## config.mk

```make
export PLATFORM = sky130hd
export DESIGN_NAME = alu_seq
export DESIGN_NICKNAME = d
export VERILOG_FILES = /design/src/rtl/alu_seq.sv
export SDC_FILE = /design/constraint.sdc
export NUM_CORES = 1
export LEC_CHECK = 0
export BUFFER_PORTS_ARGS = -buffer_cell sky130_fd_sc_hd__buf_2
export CAP_MARGIN = 20
export CORE_MARGIN = 2
export CORE_UTILIZATION = 53
export DETAILED_ROUTE_END_ITERATION = 7
export GPL_ROUTABILITY_DRIVEN = 0
export PLACE_DENSITY = 0.87
export SLEW_MARGIN = 10
export SYNTH_ARGS = -nofsm -noshare
export SYNTH_HDL_FRONTEND = slang
export SYNTH_SLANG_ARGS = --single-unit
```

## constraint.sdc

```tcl
create_clock -name clk -period 2.2 [get_ports clk]
set_clock_uncertainty 0.2 [all_clocks]
set_input_delay 0.44 -clock clk [delete_from_list [all_inputs] [get_ports clk]]
set_output_delay 0.44 -clock clk [all_outputs]
set_load 0.05 [all_outputs]
```

## src/rtl/alu_seq.sv

```systemverilog
// alu_seq: registered WIDTH-bit ALU with valid/ready handshakes on both sides.
// Define ALU_SEQ_MUL_EN to compile in the iterative shift-add multiplier (opcode 1101).
module alu_seq #(
  parameter int WIDTH = 8
) (
  input  logic             clk,
  input  logic             rst,
  input  logic             in_valid,
  output logic             in_ready,
  input  logic [3:0]       ctrl,
  input  logic [WIDTH-1:0] x,
  input  logic [WIDTH-1:0] y,
  output logic             out_valid,
  input  logic             out_ready,
  output logic [WIDTH-1:0] out,
  output logic             carry,
  output logic             zero,
  output logic             neg,
  output logic             ovf
);
  localparam int SHW = $clog2(WIDTH);
  logic [WIDTH-1:0]   r_out;
  logic               r_valid, r_c, r_z, r_n, r_v;
  logic [WIDTH:0]     w_sum, w_dif;
  logic [WIDTH-1:0]   w_res, w_wd;
  logic [2*WIDTH-1:0] w_prod;
  logic               w_c, w_v, w_nul, w_free, w_acc, w_wr, w_msel, w_wc, w_wv, w_wq;
  assign w_sum  = {1'b0, x} + {1'b0, y};
  assign w_dif  = {1'b0, x} - {1'b0, y};
  assign w_free = !r_valid || out_ready;
  assign w_acc  = in_valid && in_ready;
  always_comb begin
    w_res = '0;
    w_c   = 1'b0;
    w_v   = 1'b0;
    case (ctrl)
      4'h0: begin
        w_res = w_sum[WIDTH-1:0];
        w_c   = w_sum[WIDTH];
        w_v   = (x[WIDTH-1] == y[WIDTH-1]) && (w_sum[WIDTH-1] != x[WIDTH-1]);
      end
      4'h1: begin
        w_res = w_dif[WIDTH-1:0];
        w_c   = w_dif[WIDTH];
        w_v   = (x[WIDTH-1] != y[WIDTH-1]) && (w_dif[WIDTH-1] != x[WIDTH-1]);
      end
      4'h2: w_res = x & y;
      4'h3: w_res = x | y;
      4'h4: w_res = ~x;
      4'h5: w_res = x ^ y;
      4'h6: w_res = ~(x | y);
      4'h7: w_res = y << x[SHW-1:0];
      4'h8: w_res = y >> x[SHW-1:0];
      4'h9: w_res = {x[WIDTH-1], x[WIDTH-1:1]};
      4'hA: w_res = {x[WIDTH-2:0], x[WIDTH-1]};
      4'hB: w_res = {x[0], x[WIDTH-1:1]};
      4'hC: w_res = {{(WIDTH-1){1'b0}}, x == y};
      default: w_res = '0;
    endcase
  end
  // Reserved opcodes report result 0 with every flag clear, including zero.
  assign w_wd = w_msel ? w_prod[WIDTH-1:0] : w_res;
  assign w_wc = w_msel ? |w_prod[2*WIDTH-1:WIDTH] : w_c;
  assign w_wv = w_msel ? 1'b0 : w_v;
  assign w_wq = w_msel || !w_nul;
`ifdef ALU_SEQ_MUL_EN
  localparam int CW = SHW + 1;
  localparam logic [CW-1:0] C_LAST = CW'(WIDTH - 1);
  localparam logic [CW-1:0] C_FULL = CW'(WIDTH);
  typedef enum logic {S_IDLE, S_MUL} state_t;
  state_t             r_st, w_nst;
  logic [2*WIDTH-1:0] r_acc, w_step;
  logic [WIDTH-1:0]   r_mx;
  logic [CW-1:0]      r_cnt;
  logic               w_mstart, w_mdone;
  // One shift-add iteration: the low half holds the unconsumed multiplier bits.
  function automatic logic [2*WIDTH-1:0] f_step(input logic [2*WIDTH-1:0] a, input logic [WIDTH-1:0] m);
    logic [WIDTH:0] s;
    s = {1'b0, a[2*WIDTH-1:WIDTH]} + (a[0] ? {1'b0, m} : '0);
    return {s, a[WIDTH-1:1]};
  endfunction
  assign w_mstart = w_acc && ctrl == 4'hD;
  assign w_step   = f_step(r_acc, r_mx);
  assign w_prod   = (r_cnt == C_FULL) ? r_acc : w_step;
  assign w_mdone  = r_st == S_MUL && r_cnt >= C_LAST && w_free;
  assign w_msel   = r_st == S_MUL;
  assign w_wr     = (w_acc && !w_mstart) || w_mdone;
  assign w_nul    = ctrl >= 4'hE;
  assign in_ready = !rst && r_st == S_IDLE && w_free;
  always_comb begin
    w_nst = r_st;
    w_nst = (r_st == S_IDLE) ? (w_mstart ? S_MUL : S_IDLE) : (w_mdone ? S_IDLE : S_MUL);
  end
  // The first iteration runs on the accept edge and the last one feeds the output directly.
  always_ff @(posedge clk or posedge rst) begin
    if (rst) begin
      r_st  <= S_IDLE;
      r_acc <= '0;
      r_mx  <= '0;
      r_cnt <= '0;
    end else begin
      r_st <= w_nst;
      if (w_mstart) begin
        r_mx  <= x;
        r_acc <= f_step({{WIDTH{1'b0}}, y}, x);
        r_cnt <= CW'(1);
      end else if (r_st == S_MUL) begin
        r_acc <= w_prod;
        r_cnt <= (r_cnt == C_FULL) ? C_FULL : r_cnt + 1'b1;
      end
    end
  end
`else
  assign w_prod   = '0;
  assign w_msel   = 1'b0;
  assign w_wr     = w_acc;
  assign w_nul    = ctrl >= 4'hD;
  assign in_ready = !rst && w_free;
`endif
  always_ff @(posedge clk or posedge rst) begin
    if (rst) begin
      r_out   <= '0;
      r_valid <= 1'b0;
      r_c     <= 1'b0;
      r_z     <= 1'b0;
      r_n     <= 1'b0;
      r_v     <= 1'b0;
    end else begin
      if (w_wr) begin
        r_out <= w_wd;
        r_c   <= w_wc;
        r_z   <= w_wq && w_wd == '0;
        r_n   <= w_wq && w_wd[WIDTH-1];
        r_v   <= w_wv;
      end
      r_valid <= w_wr || (r_valid && !out_ready);
    end
  end
  assign out       = r_out;
  assign out_valid = r_valid;
  assign carry     = r_c;
  assign zero      = r_z;
  assign neg       = r_n;
  assign ovf       = r_v;
endmodule
```

==> key figures, run 1 <==
Run status
  • Status: complete, but fails checks
  • Failing checks: design-rule violations, negative setup slack

Detailed routing
  • DRC Markers: around 160
  • Avg Vias per Cell: 7.594
  • Pre-antenna DRT Iters: 8
  • Drt initial violations: 819
  • Avg WL per Cell: between 20 and 30 um
  • Via count: ~4300
  • DRT antenna net count: 0
  • Routed wire length: about 16000 um

Critical path
  • R2r worst-path depth: 7
  • Worst-path maximum fanout: 3
  • Reg-to-Reg End: zero
  • CP endpoint kind: register
  • Crit path DAT: 3.32 ns
  • Worst path required time: roughly 2.1 ns
  • CP Class: in2reg
  • Reg-to-reg slack, setup: about 0.010 ns
  • CP startpoint kind: input pin
  • Worst reg2reg startpoint: out_valid

Timing
  • Final WS setup: -1.191 ns
  • Final period util: 154.1%
  • Max Freq: roughly 300 MHz
  • Tightest Pin Transition: 0.7007 ns
  • Final setup TNS: -7.115 ns
  • Final hold vios: 0
  • Slew Viols, Final: 0
  • Unrepaired setup endpoints after global routing: yes
  • Setup violations, final: 12
  • WHS: about 0.011 ns
  • Slew margin rel.: between 50% and 60%
  • Final min period: ~3.4 ns

Die
  • Die Wd: 74.36 um
  • Ports: 38
  • DIE AREA: between 5000 and 6000 um2
  • Starting Density: a little under three fifths
  • Core Area: between 4000 and 5000 um2
  • Die Height: roughly 74 um
  • Rows: 25

Finish
  • Register area: between 300 and 400 um2
  • Layout Utilization: around nine tenths
  • Area of the multi-input gates: between 2000 and 2500 um2
  • Layout filler cell count: 198
  • Fraction of layout cells with a size suffix above 1: between 50% and 60%
  • Commonest non-fill, non-tap cell in the layout: buf_4
  • Nets@finish: 546
  • Most frequent cells in the layout: buf_4 (123), buf_2 (31), nand2_1 (22)
  • Diodes inserted: 0
  • Area growth syn-to-layout: 65.71%

Flow run
  • Max-capacitance violation count: 0

Synthesis
  • Ys async rst share: 100.0%
  • Top cell type's share of synthesized area: between 10% and 20%
  • Post-synth top area cell: dfrtp_1
  • Cells after Synth: 339
  • Netlist cell types: 65
  • Post-synthesis average cell area: 7.740 um2
  • Register bit total from synthesis: 13
  • Post-Syn Area: 2624 um2
  • Synth Net Count: between 300 and 400
  • Warnings from Yosys: 0
  • Synth area leaders: dfrtp_1 (12%), ha_1 (12%), inv_1 (3.9%)
  • Seq/Total Area, Yosys: about an eighth
  • Top_reg_cell synth: dfrtp_1
  • Post-synth EDFFs: 0

Placed design
  • I/O Buffers: 37
  • Detailed Place HPWL: between 8000 and 9000 um
  • Pre-CTS setup slack: -1.248 ns

Clocking
  • Total clock sinks: 13
  • Worst-path clk slew: approximately 0.05 ns
  • Hold_buf cts: 0
  • CTS root buffer: clkbuf_8
  • CTS tree: done
  • Num CTS Buffers: 3
  • H-tree depth: 1
  • Clock Tree Buf Depth: 2
  • Worst skew pair latency: around 0.24 ns

Pwr
  • Final Power: roughly 1.8 mW
  • VDD IR max: roughly 0.34 mV
  • LEAKAGE: slightly above 2 nW
  • Pwr Density: about 410 nW/um2

Global route
  • Overall Global Routing Usage: around 48%
  • Initial antenna violation count: 0
  • Largest net degree at the start of global routing: 19
  • Vias in the first global route: approximately 3900
  • First-pass GRT wire length: ~20000 um
  • GRT overflow: 0

Hold path
  • Worst min path class: in2async
-- state kept, by name (all words and copies together) (netlist names) --
register,flops
out,8
carry,1
neg,1
out_valid,1
ovf,1
zero,1
-- what timing repair did --
| item | 4_1_cts | 5_1_grt |
|---|---|---|
| resized for setup | 54 | 31 |
| endpoints found under the setup margin | 12 | 12 |
| buffers inserted | 6 | 10 |
| pin swaps | 16 | 15 |
-- cell families (layout without fill, tap and decap cells) --
logic type               Yosys count  in the layout  share of synthesized area, %
AND/OR/NAND/NOR                  109            109                         21.89
AO/OA/AOI/OAI                    108            108                         30.33
adder cells (fa/ha/maj)           27             27                         13.45
flip-flops                        13             13                         12.40
multiplexers                      20             20                         10.11
XOR/XNOR                           7              7                         2.337
buffers and inverters             55            210                         9.489
-- critical path, cell delays in order --
cell,delay (ns)
buf_12,0.12
ha_4,0.16
inv_4,0.05
fa_2,0.24
nand2b_4,0.17
a21oi_1,0.12
nor3_1,0.56
nor3_1,0.19
or4_4,0.47
or4_4,0.56
o41ai_2,0.24
-- final cells by class --
| class | count | share of cell area [%] |
|---|---|---|
| Inverter | 29 | 3.568 |
| Sequential cell | 13 | 7.482 |
| Tap cell | 67 | 1.928 |
| Multi-Input combinational cell | 271 | 54.33 |
| Timing Repair Buffer | 177 | 31.65 |
| Clock buffer | 4 | 1.036 |
-- synth_stat cells (3+ instances only) --
library cell	n
nand3_1	9
and3_1	3
a21oi_1	15
nor2b_1	8
a211oi_1	11
xnor2_1	6
o31ai_1	3
o21bai_1	4
a21o_1	3
o221ai_1	3
mux2i_1	10
buf_2	10
nand2b_1	8
a2bb2oi_1	3
clkbuf_1	9
o21ai_0	16
ha_1	25
mux2_2	4
inv_1	27
a22oi_1	4
a2111oi_0	3
a221oi_1	4
nor2_1	22
dfrtp_1	13
nor3_1	12
mux4_2	4
nand4_1	3
a221o_1	3
a22o_1	7
a31oi_1	6
nand2_1	23
o22ai_1	3
nor4_1	5
buf_4	6
-- worst max-delay path by stage --
stage          from   end  slack, ns  cells after the start
6_report       x[0]  zero      -1.19                     11
3_5_place_dp   x[0]  zero      -1.25                     12
2_1_floorplan  x[0]  zero      -0.81                     12
5_1_grt        y[4]  zero      -1.25                     12
3_3_place_gp   x[0]  zero      -0.97                     12
4_1_cts        x[0]  zero      -0.72                     12
-- metal layers --
layer | GRT usage, % | vias up | share of wire (%)
met2 | 78.47 | 570 | 41
li1 | - | 1582 | -
met1 | 50.33 | 1837 | 29
met3 | 16.94 | 269 | 16
met5 | 0 | - | 0.24
met4 | 35.52 | 2 | 13
-- report_power, final --
part | internal, mW | switching (mW) | total, mW
Combinational | 0.535 | 0.742 | 1.28
Sequential | 0.276 | 0.0220 | 0.298
Clock | 0.128 | 0.0824 | 0.210
Total | 0.940 | 0.846 | 1.79
-- stage by stage --
stage / area [um2] / instances
CTS: 4135 / 552
detailed placement: 3821 / 543
floorplan: 2816 / 339
finish: 4348 / 561
global route: 4348 / 561
global placement: 3821 / 543
Power figures use the tool's default switching activity.
==> inputs of run 2 (changes only) <==
--- a/config.mk
+++ b/config.mk
@@ -12,6 +12,7 @@
 export DETAILED_ROUTE_END_ITERATION = 7
 export GPL_ROUTABILITY_DRIVEN = 0
 export PLACE_DENSITY = 0.87
+export SETUP_SLACK_MARGIN = 0.3
 export SLEW_MARGIN = 10
 export SYNTH_ARGS = -nofsm -noshare
 export SYNTH_HDL_FRONTEND = slang
==> run 2 against run 1 <==
Compared with the run above: the flow now stops in global routing; synthesized area did not move; synthesized cell count did not move.
==> key figures, run 2 <==
Die
  • Die Height: 74.36 um (unchanged)
  • Ports: 38 (unchanged)
  • Rows: 25 (unchanged)
  • Die Wd: 74.36 um (unchanged)
  • Starting Density: 55.18% (unchanged)

Synthesis
  • Register bit total from synthesis: 13 (unchanged)
  • Post-synth EDFFs: 0 (unchanged)
  • Post-synth top area cell: dfrtp_1
  • Cells after Synth: 339 (unchanged)
  • Netlist cell types: 65 (unchanged)
  • Synth area leaders: dfrtp_1 (12%), ha_1 (12%), inv_1 (3.9%)
  • Synth Net Count: 390 (unchanged)
  • Count leader, synth: inv_1
  • Top cell type's share of synthesized area: 12.40% (unchanged)
  • Post-synth top cells: inv_1 (27), ha_1 (25), nand2_1 (23), nor2_1 (22), o21ai_0 (16)
  • Seq/Total Area, Yosys: 12.40% (unchanged)
  • Warnings from Yosys: 0 (unchanged)
  • Post-synthesis average cell area: 7.740 um2 (unchanged)
  • Ys async rst share: 100.0% (unchanged)
  • Post-Syn Area: 2624 um2 (unchanged)
  • Top_reg_cell synth: dfrtp_1

Global route
  • Vias in the first global route: 4272
  • First-pass GRT wire length: 23270 um
  • GRT overflow: 2
  • Largest net degree at the start of global routing: 16
  • Overall Global Routing Usage: a little under three fifths

Run status
  • Status: aborted with a tool error
  • Fail Step: global routing
  • Tool error: [ERROR GRT-0116] Global routing finished with congestion. Check the congestion regions in the DRC Viewer.

Clocking
  • Total clock sinks: 13 (unchanged)
  • Clock Tree Buf Depth: 2 (unchanged)
  • Num CTS Buffers: 3 (unchanged)
  • H-tree depth: 1 (unchanged)
  • Hold_buf cts: 0 (unchanged)
  • CTS root buffer: clkbuf_8

Placed design
  • Dpl cells: 537 (-1.1%)
  • Placed cell area: 3840 um2 (+0.49%)
  • Pre-CTS setup slack: -1.010 ns (+0.2383 ns)
  • Detailed Place HPWL: 9106 um (+11%)
  • I/O Buffers: 37 (unchanged)
[run 2: timing repair]
item                       CTS
buffers inserted             6
pin swaps                   27
resized for setup           46
setup endpoints to repair   12
[run 2: kinds of logic after synthesis]
logic type	after synthesis	share of synthesized area, %
compound gates	108	30.33
xor+xnor	7	2.337
fa+ha+maj	27	13.45
buf+inv	55	9.489
flops	13	12.40
mux	20	10.11
simple gates	109	21.89
[run 2: per-layer routing]
layer | global-route usage (%) | overflow
met2 | 80.43 | 1
met3 | 33.33 | 0
met5 | 6.481 | 0
met1 | 57.26 | 0
met4 | 51.98 | 1
[run 2: per-stage QoR]
step / setup TNS [ns] / hold slack [ns]
3_3_place_gp: -6.595 / 0.2562
3_5_place_dp: -7.349 / 0.2792
4_1_cts: -3.048 / 0.02796
2_1_floorplan: -1.953 / 0.1299
==> inputs of run 3 (changes only) <==
--- a/config.mk
+++ b/config.mk
@@ -8,11 +8,10 @@
 export BUFFER_PORTS_ARGS = -buffer_cell sky130_fd_sc_hd__buf_2
 export CAP_MARGIN = 20
 export CORE_MARGIN = 2
-export CORE_UTILIZATION = 53
+export CORE_UTILIZATION = 40
 export DETAILED_ROUTE_END_ITERATION = 7
 export GPL_ROUTABILITY_DRIVEN = 0
-export PLACE_DENSITY = 0.87
-export SETUP_SLACK_MARGIN = 0.3
+export PLACE_DENSITY_LB_ADDON = 0.15
 export SLEW_MARGIN = 10
 export SYNTH_ARGS = -nofsm -noshare
 export SYNTH_HDL_FRONTEND = slang
==> constraint.sdc (replaced) <==
create_clock -name clk -period 2.9 [get_ports clk]
set_clock_uncertainty 0.2 [all_clocks]
set_input_delay 0.58 -clock clk [delete_from_list [all_inputs] [get_ports clk]]
set_output_delay 0.58 -clock clk [all_outputs]
set_load 0.05 [all_outputs]
==> run 3 against run 2 <==
Compared with the run above: the flow now finishes, with violations (negative setup slack).
==> key figures, run 3 (synthesized netlist as in run 1, its figures left out) <==
Finish
  • Layout Utilization: approximately 58%
  • Fraction of layout cells with a size suffix above 1: about 39%
  • Fin area: around 3700 um2
  • Non-Filler Instances: ~540
  • Diodes inserted: 0
  • Area growth syn-to-layout: 40.63%
  • Max reg flops: 8
  • Nets@finish: approximately 510
  • Most frequent cells in the layout: buf_4 (107), buf_2 (35), inv_1 (24), ha_1 (24), nand2_1 (23)
  • Commonest non-fill, non-tap cell in the layout: buf_4

Timing
  • Slew margin rel.: approximately 55%
  • Final setup TNS: -0.1379 ns
  • Final min period: around 3.0 ns
  • Slew Viols, Final: 0
  • Final period util: 104.8%
  • WHS: about 0.15 ns
  • Setup violations, final: 1
  • Tightest Pin Transition: 0.6673 ns
  • Final hold vios: 0
  • Unrepaired setup endpoints after global routing: yes
  • Final WS setup: -0.1379 ns
  • Max Freq: 329.2 MHz

Clocking
  • CTS root buffer: clkbuf_8
  • Worst skew pair latency: roughly 0.24 ns
  • Hold_buf cts: 0 (unchanged)
  • Worst-path clk slew: 0.06 ns
  • Clock Tree Buf Depth: 2 (unchanged)
  • Total clock sinks: 13 (unchanged)
  • Num CTS Buffers: 3 (unchanged)
  • CTS tree: done
  • H-tree depth: 1 (unchanged)

Critical path
  • CP Class: in2reg
  • R2r worst-path depth: 7
  • CP startpoint kind: input pin
  • Worst-path maximum fanout: 3
  • Worst path required time: between 2 and 3 ns
  • Crit path DAT: 2.98 ns
  • CP endpoint kind: register

Hold path
  • Worst min path class: in2async

Detailed routing
  • Routed wire length: a little under 10000 um
  • Avg Vias per Cell: roughly 6.0
  • DRT antenna net count: 0
  • Pre-antenna DRT Iters: 6
  • DRC Markers: 0
  • Via count: roughly 3200
  • Avg WL per Cell: 18.25 um
  • Drt initial violations: around 300

Die
  • Die Height: 84.99 um (+14%)
  • Starting Density: 41.32% (-14 points)
  • Die Wd: 84.99 um (+14%)
  • DIE AREA: around 7200 um2
  • Core Area: roughly 6300 um2
  • Ports: 38 (unchanged)
  • Rows: 29 (+16%)

Global route
  • Vias in the first global route: 3073
  • Initial antenna violation count: 0
  • Largest net degree at the start of global routing: 19
  • First-pass GRT wire length: around 16000 um
  • Overall Global Routing Usage: 27.43%
  • GRT overflow: 0

Placed design
  • I/O Buffers: 37 (unchanged)
  • Placed cell area: 3577 um2 (-6.8%)
  • Detailed Place HPWL: 8016 um (-12%)
  • Pre-CTS setup slack: -0.4757 ns (+0.5343 ns)
  • Dpl cells: 532 (-0.93%)

Pwr
  • LEAKAGE: roughly 1.8 nW
  • Final Power: ~1.1 mW
  • Pwr Density: around 300 nW/um2
  • VDD IR max: 0.3714 mV

Run status
  • Failing checks: negative setup slack
  • Status: complete, but fails checks

Flow run
  • Max-capacitance violation count: 0
[run 3: path summary, 6_finish.rpt]
kind / end / slack [ns] / from
worst max-delay path: zero / -0.14 / x[0]
worst min-delay path: ovf / 0.15 / rst
worst max register to register: zero / 0.79 / out_valid
worst min register to register: out[3] / 0.28 / out[3]
max in group asynchronous: out[2] / 2.17 / rst
min in group clk: out[3] / 0.28 / out[3]
[run 3: metal layers]
metal | wire (um) | vias to the layer above | global-route usage (%)
met3 | 789 | 28 | 4.475
met5 | 0 | - | 0
met2 | 4392 | 182 | 43.89
li1 | - | 1512 | -
met1 | 4327 | 1509 | 38.66
met4 | 290 | 0 | 6.494
[run 3: worst max-delay path, stage by stage]
cell	delay (ns)
buf_8	0.11
inv_8	0.04
ha_4	0.12
inv_2	0.04
fa_2	0.35
nand2b_1	0.11
a2bb2oi_2	0.08
xor2_1	0.17
o221ai_1	0.13
or4_4	0.51
or4_4	0.54
o41ai_2	0.20
[run 3: area by class of cell]
class,count,area (um2)
clock buffer,4,45.04
fill,589,2660
inverter,29,117.6
multi-input combinational,271,2112
sequential,13,325.3
tap,77,96.34
timing repair buffer,143,993.5
[run 3: what timing repair did]
action                     in CTS  in global routing
setup endpoints to repair       3                  6
setup buffers                   0                  1
resized for setup               8                  8
pin swaps                       0                  1
[run 3: power by group]
part           switching, mW  leakage (nW)  internal, mW
clock                 0.0709        0.0228        0.0971
sequential            0.0140         0.171         0.209
combinational          0.413          1.61         0.298
==> inputs of run 4 (changes only) <==
--- a/config.mk
+++ b/config.mk
@@ -5,13 +5,17 @@
 export SDC_FILE = /design/constraint.sdc
 export NUM_CORES = 1
 export LEC_CHECK = 0
+export ABC_CLOCK_PERIOD_IN_PS = 2900
 export BUFFER_PORTS_ARGS = -buffer_cell sky130_fd_sc_hd__buf_2
 export CAP_MARGIN = 20
+export CELL_PAD_IN_SITES_DETAIL_PLACEMENT = 1
+export CELL_PAD_IN_SITES_GLOBAL_PLACEMENT = 1
 export CORE_MARGIN = 2
 export CORE_UTILIZATION = 40
 export DETAILED_ROUTE_END_ITERATION = 7
 export GPL_ROUTABILITY_DRIVEN = 0
 export PLACE_DENSITY_LB_ADDON = 0.15
+export RECOVER_POWER = 50
 export SLEW_MARGIN = 10
 export SYNTH_ARGS = -nofsm -noshare
 export SYNTH_HDL_FRONTEND = slang
==> run 4 against run 3 <==
Compared with the run above: the flow still finishes with violations (negative setup slack); first-iteration DRC count decreased by 21%; global-route usage increased by 2.3 points; final cell count decreased by 1.1%; non-clock buffer count fell by 6; fmax decreased by 4.4%; die area unchanged; combinational power up 1%; setup slack got worse by 0.14 ns; final area decreased by 0.71%; critical path type unchanged; critical endpoint unchanged.
==> key figures, run 4 (synthesized netlist as in run 1, its figures left out) <==
Run status
  • Status: complete, but fails checks
  • Failing checks: negative setup slack

Detailed routing
  • Routed wire length: 10630 um (+8.5%)
  • Avg WL per Cell: 20.02 um (+9.7%)
  • Via count: 3173 (-1.8%)
  • DRT antenna net count: 0 (unchanged)
  • Drt initial violations: 239 (-21%)
  • Pre-antenna DRT Iters: 5 (-1)
  • DRC Markers: 0 (unchanged)
  • Avg Vias per Cell: 5.976 (-0.69%)

Placed design
  • I/O Buffers: 37 (unchanged)
  • Placed cell area: 3565 um2 (-0.35%)
  • Detailed Place HPWL: 8808 um (+9.9%)
  • Dpl cells: 527 (-0.94%)
  • Pre-CTS setup slack: -0.7502 ns (-0.2746 ns)

Critical path
  • CP max stage delay: 0.56 ns (+0.02 ns)
  • CP startpoint kind: input pin
  • Worst path required time: 2.83 ns (about the same)
  • Critical path's top delay family: simple AND/OR/NAND/NOR gates
  • CP Class: in2reg
  • Critical path's slowest cell: or4_4
  • R2r worst-path depth: 7 (unchanged)
  • CP endpoint kind: register
  • Buffer and inverter count on the worst path: 3 (unchanged)
  • Critical Path Stages: 12 (unchanged)
  • CP cell instances: buf_4, inv_8, ha_4, inv_2, fa_2, nand2b_1, a2bb2oi_2, xor2_1, o221ai_1, or4_1, or4_4, o41ai_2
  • Crit path DAT: 3.11 ns (+0.13 ns)
  • Worst-path maximum fanout: 4 (+1)

Timing
  • Unrepaired setup endpoints after global routing: yes
  • WHS: 0.2716 ns (+0.1198 ns)
  • Slew margin rel.: 46.00% (-9.1 points)
  • Setup violations, final: 1 (unchanged)
  • Max Freq: 314.8 MHz (-4.4%)
  • Slew Viols, Final: 0 (unchanged)
  • Final period util: 109.5% (+4.8 points)
  • Final min period: 3.177 ns (+0.1390 ns)
  • Final hold vios: 0 (unchanged)
  • Final WS setup: -0.2769 ns (-0.1390 ns)
  • Tightest Pin Transition: 0.8027 ns (+0.1353 ns)

Finish
  • Layout Utilization: 57.69% (-0.41 points)
  • Area growth syn-to-layout: 39.63%
  • Area of the multi-input gates: 2127 um2 (+0.71%)
  • Nets@finish: 506 (-1.2%)
  • Diodes inserted: 0 (unchanged)
  • Register area: 325.3 um2 (unchanged)
  • Non-Filler Instances: 531 (-1.1%)
  • Layout filler cell count: 809 (+37%)
  • Fraction of layout cells with a size suffix above 1: 37.22% (-2.1 points)
  • Commonest non-fill, non-tap cell in the layout: buf_4
  • Max reg flops: 8 (unchanged)
  • Most frequent cells in the layout: buf_4 (97), buf_2 (30), inv_1 (25)
  • Fin area: 3664 um2 (-0.71%)

Clocking
  • Setup Buffers After CTS: 0 (unchanged)
  • Total clock sinks: 13 (unchanged)
  • Num CTS Buffers: 3 (unchanged)
  • Worst-path clk slew: 0.05 ns (about the same)
  • Worst skew pair latency: 0.23 ns (about the same)
  • CTS root buffer: clkbuf_8
  • Hold_buf cts: 0 (unchanged)
  • H-tree depth: 1 (unchanged)
  • Clock Tree Buf Depth: 2 (unchanged)
  • CTS tree: done

Pwr
  • VDD IR max: 0.3417 mV (-8.0%)
  • LEAKAGE: 1.752 nW (-2.6%)
  • Pwr Density: 300.2 nW/um2 (+0.48%)

Global route
  • Largest net degree at the start of global routing: 15 (-4)
  • First-pass GRT wire length: 17210 um (+8.0%)
  • Vias in the first global route: 3347 (+8.9%)
  • GRT overflow: 0 (unchanged)
  • Initial antenna violation count: 0 (unchanged)
  • Overall Global Routing Usage: 29.74% (+2.3 points)

Die
  • Ports: 38 (unchanged)
  • DIE AREA: 7223 um2 (unchanged)
  • Starting Density: 41.32% (unchanged)
  • Rows: 29 (unchanged)
  • Die Wd: 84.99 um (unchanged)
  • Die Height: 84.99 um (unchanged)
  • Core Area: 6350 um2 (unchanged)

Hold path
  • Hold Crit Depth: 1
  • Worst min path class: reg2reg

Flow run
  • Max-capacitance violation count: 0 (unchanged)
run 4: cell types whose count changed in the layout (fill, tap and decap cells not counted), moves of 2 or more:
cell / previous run / this run
buf_12: 0 / 2
ha_1: 24 / 22
buf_4: 107 / 97
clkbuf_1: 1 / 8
buf_2: 35 / 30
run 4: routing by layer:
| metal | GRT usage (%) | wire, um | vias up |
|---|---|---|---|
| met1 | 37.56 | 4520 | 1545 |
| met2 | 53.05 | 5316 | 112 |
| met5 | 0 | 0 | - |
| met4 | 10.68 | 341 | 0 |
| met3 | 1.946 | 454 | 23 |
| li1 | - | - | 1493 |
run 4: stage by stage:
| step | power, mW | TNS (ns) |
|---|---|---|
| 5_1_grt | 1.171 | -0.3981 |
| 2_1_floorplan | 0.6381 | -0.2527 |
| 4_1_cts | 1.093 | -0.2806 |
| 3_3_place_gp | 0.9055 | -1.401 |
| 6_report | 1.100 | -0.2769 |
| 3_5_place_dp | 0.9276 | -2.395 |
run 4: final cells by class:
type	count	share of cell area, %
flip-flops and latches	13	8.880
clock buffers	4	1.230
inverters	29	3.210
multi-input cells	271	58.06
repair buffers	137	25.99
well taps	77	2.630
run 4: what timing repair did:
item	in CTS	in global routing
pin swaps	1	4
resized for setup	5	12
endpoints found under the setup margin	3	6
run 4: path summary, 6_finish.rpt:
| kind | from | to | slack, ns |
|---|---|---|---|
| worst min-delay path | out[3] | out[3] | 0.27 |
| max in group asynchronous | rst | carry | 1.72 |
| worst max-delay path | x[0] | zero | -0.28 |
| worst min register to register | out[3] | out[3] | 0.27 |
| min in group asynchronous | rst | out[0] | 0.33 |
| worst max register to register | out_valid | zero | 0.75 |
run 4: power breakdown:
group | switching (mW) | leakage (nW) | internal (mW) | total, mW
Sequential | 0.0141 | 0.171 | 0.210 | 0.224
Combinational | 0.424 | 1.56 | 0.297 | 0.721
Clock | 0.0586 | 0.0228 | 0.0966 | 0.155
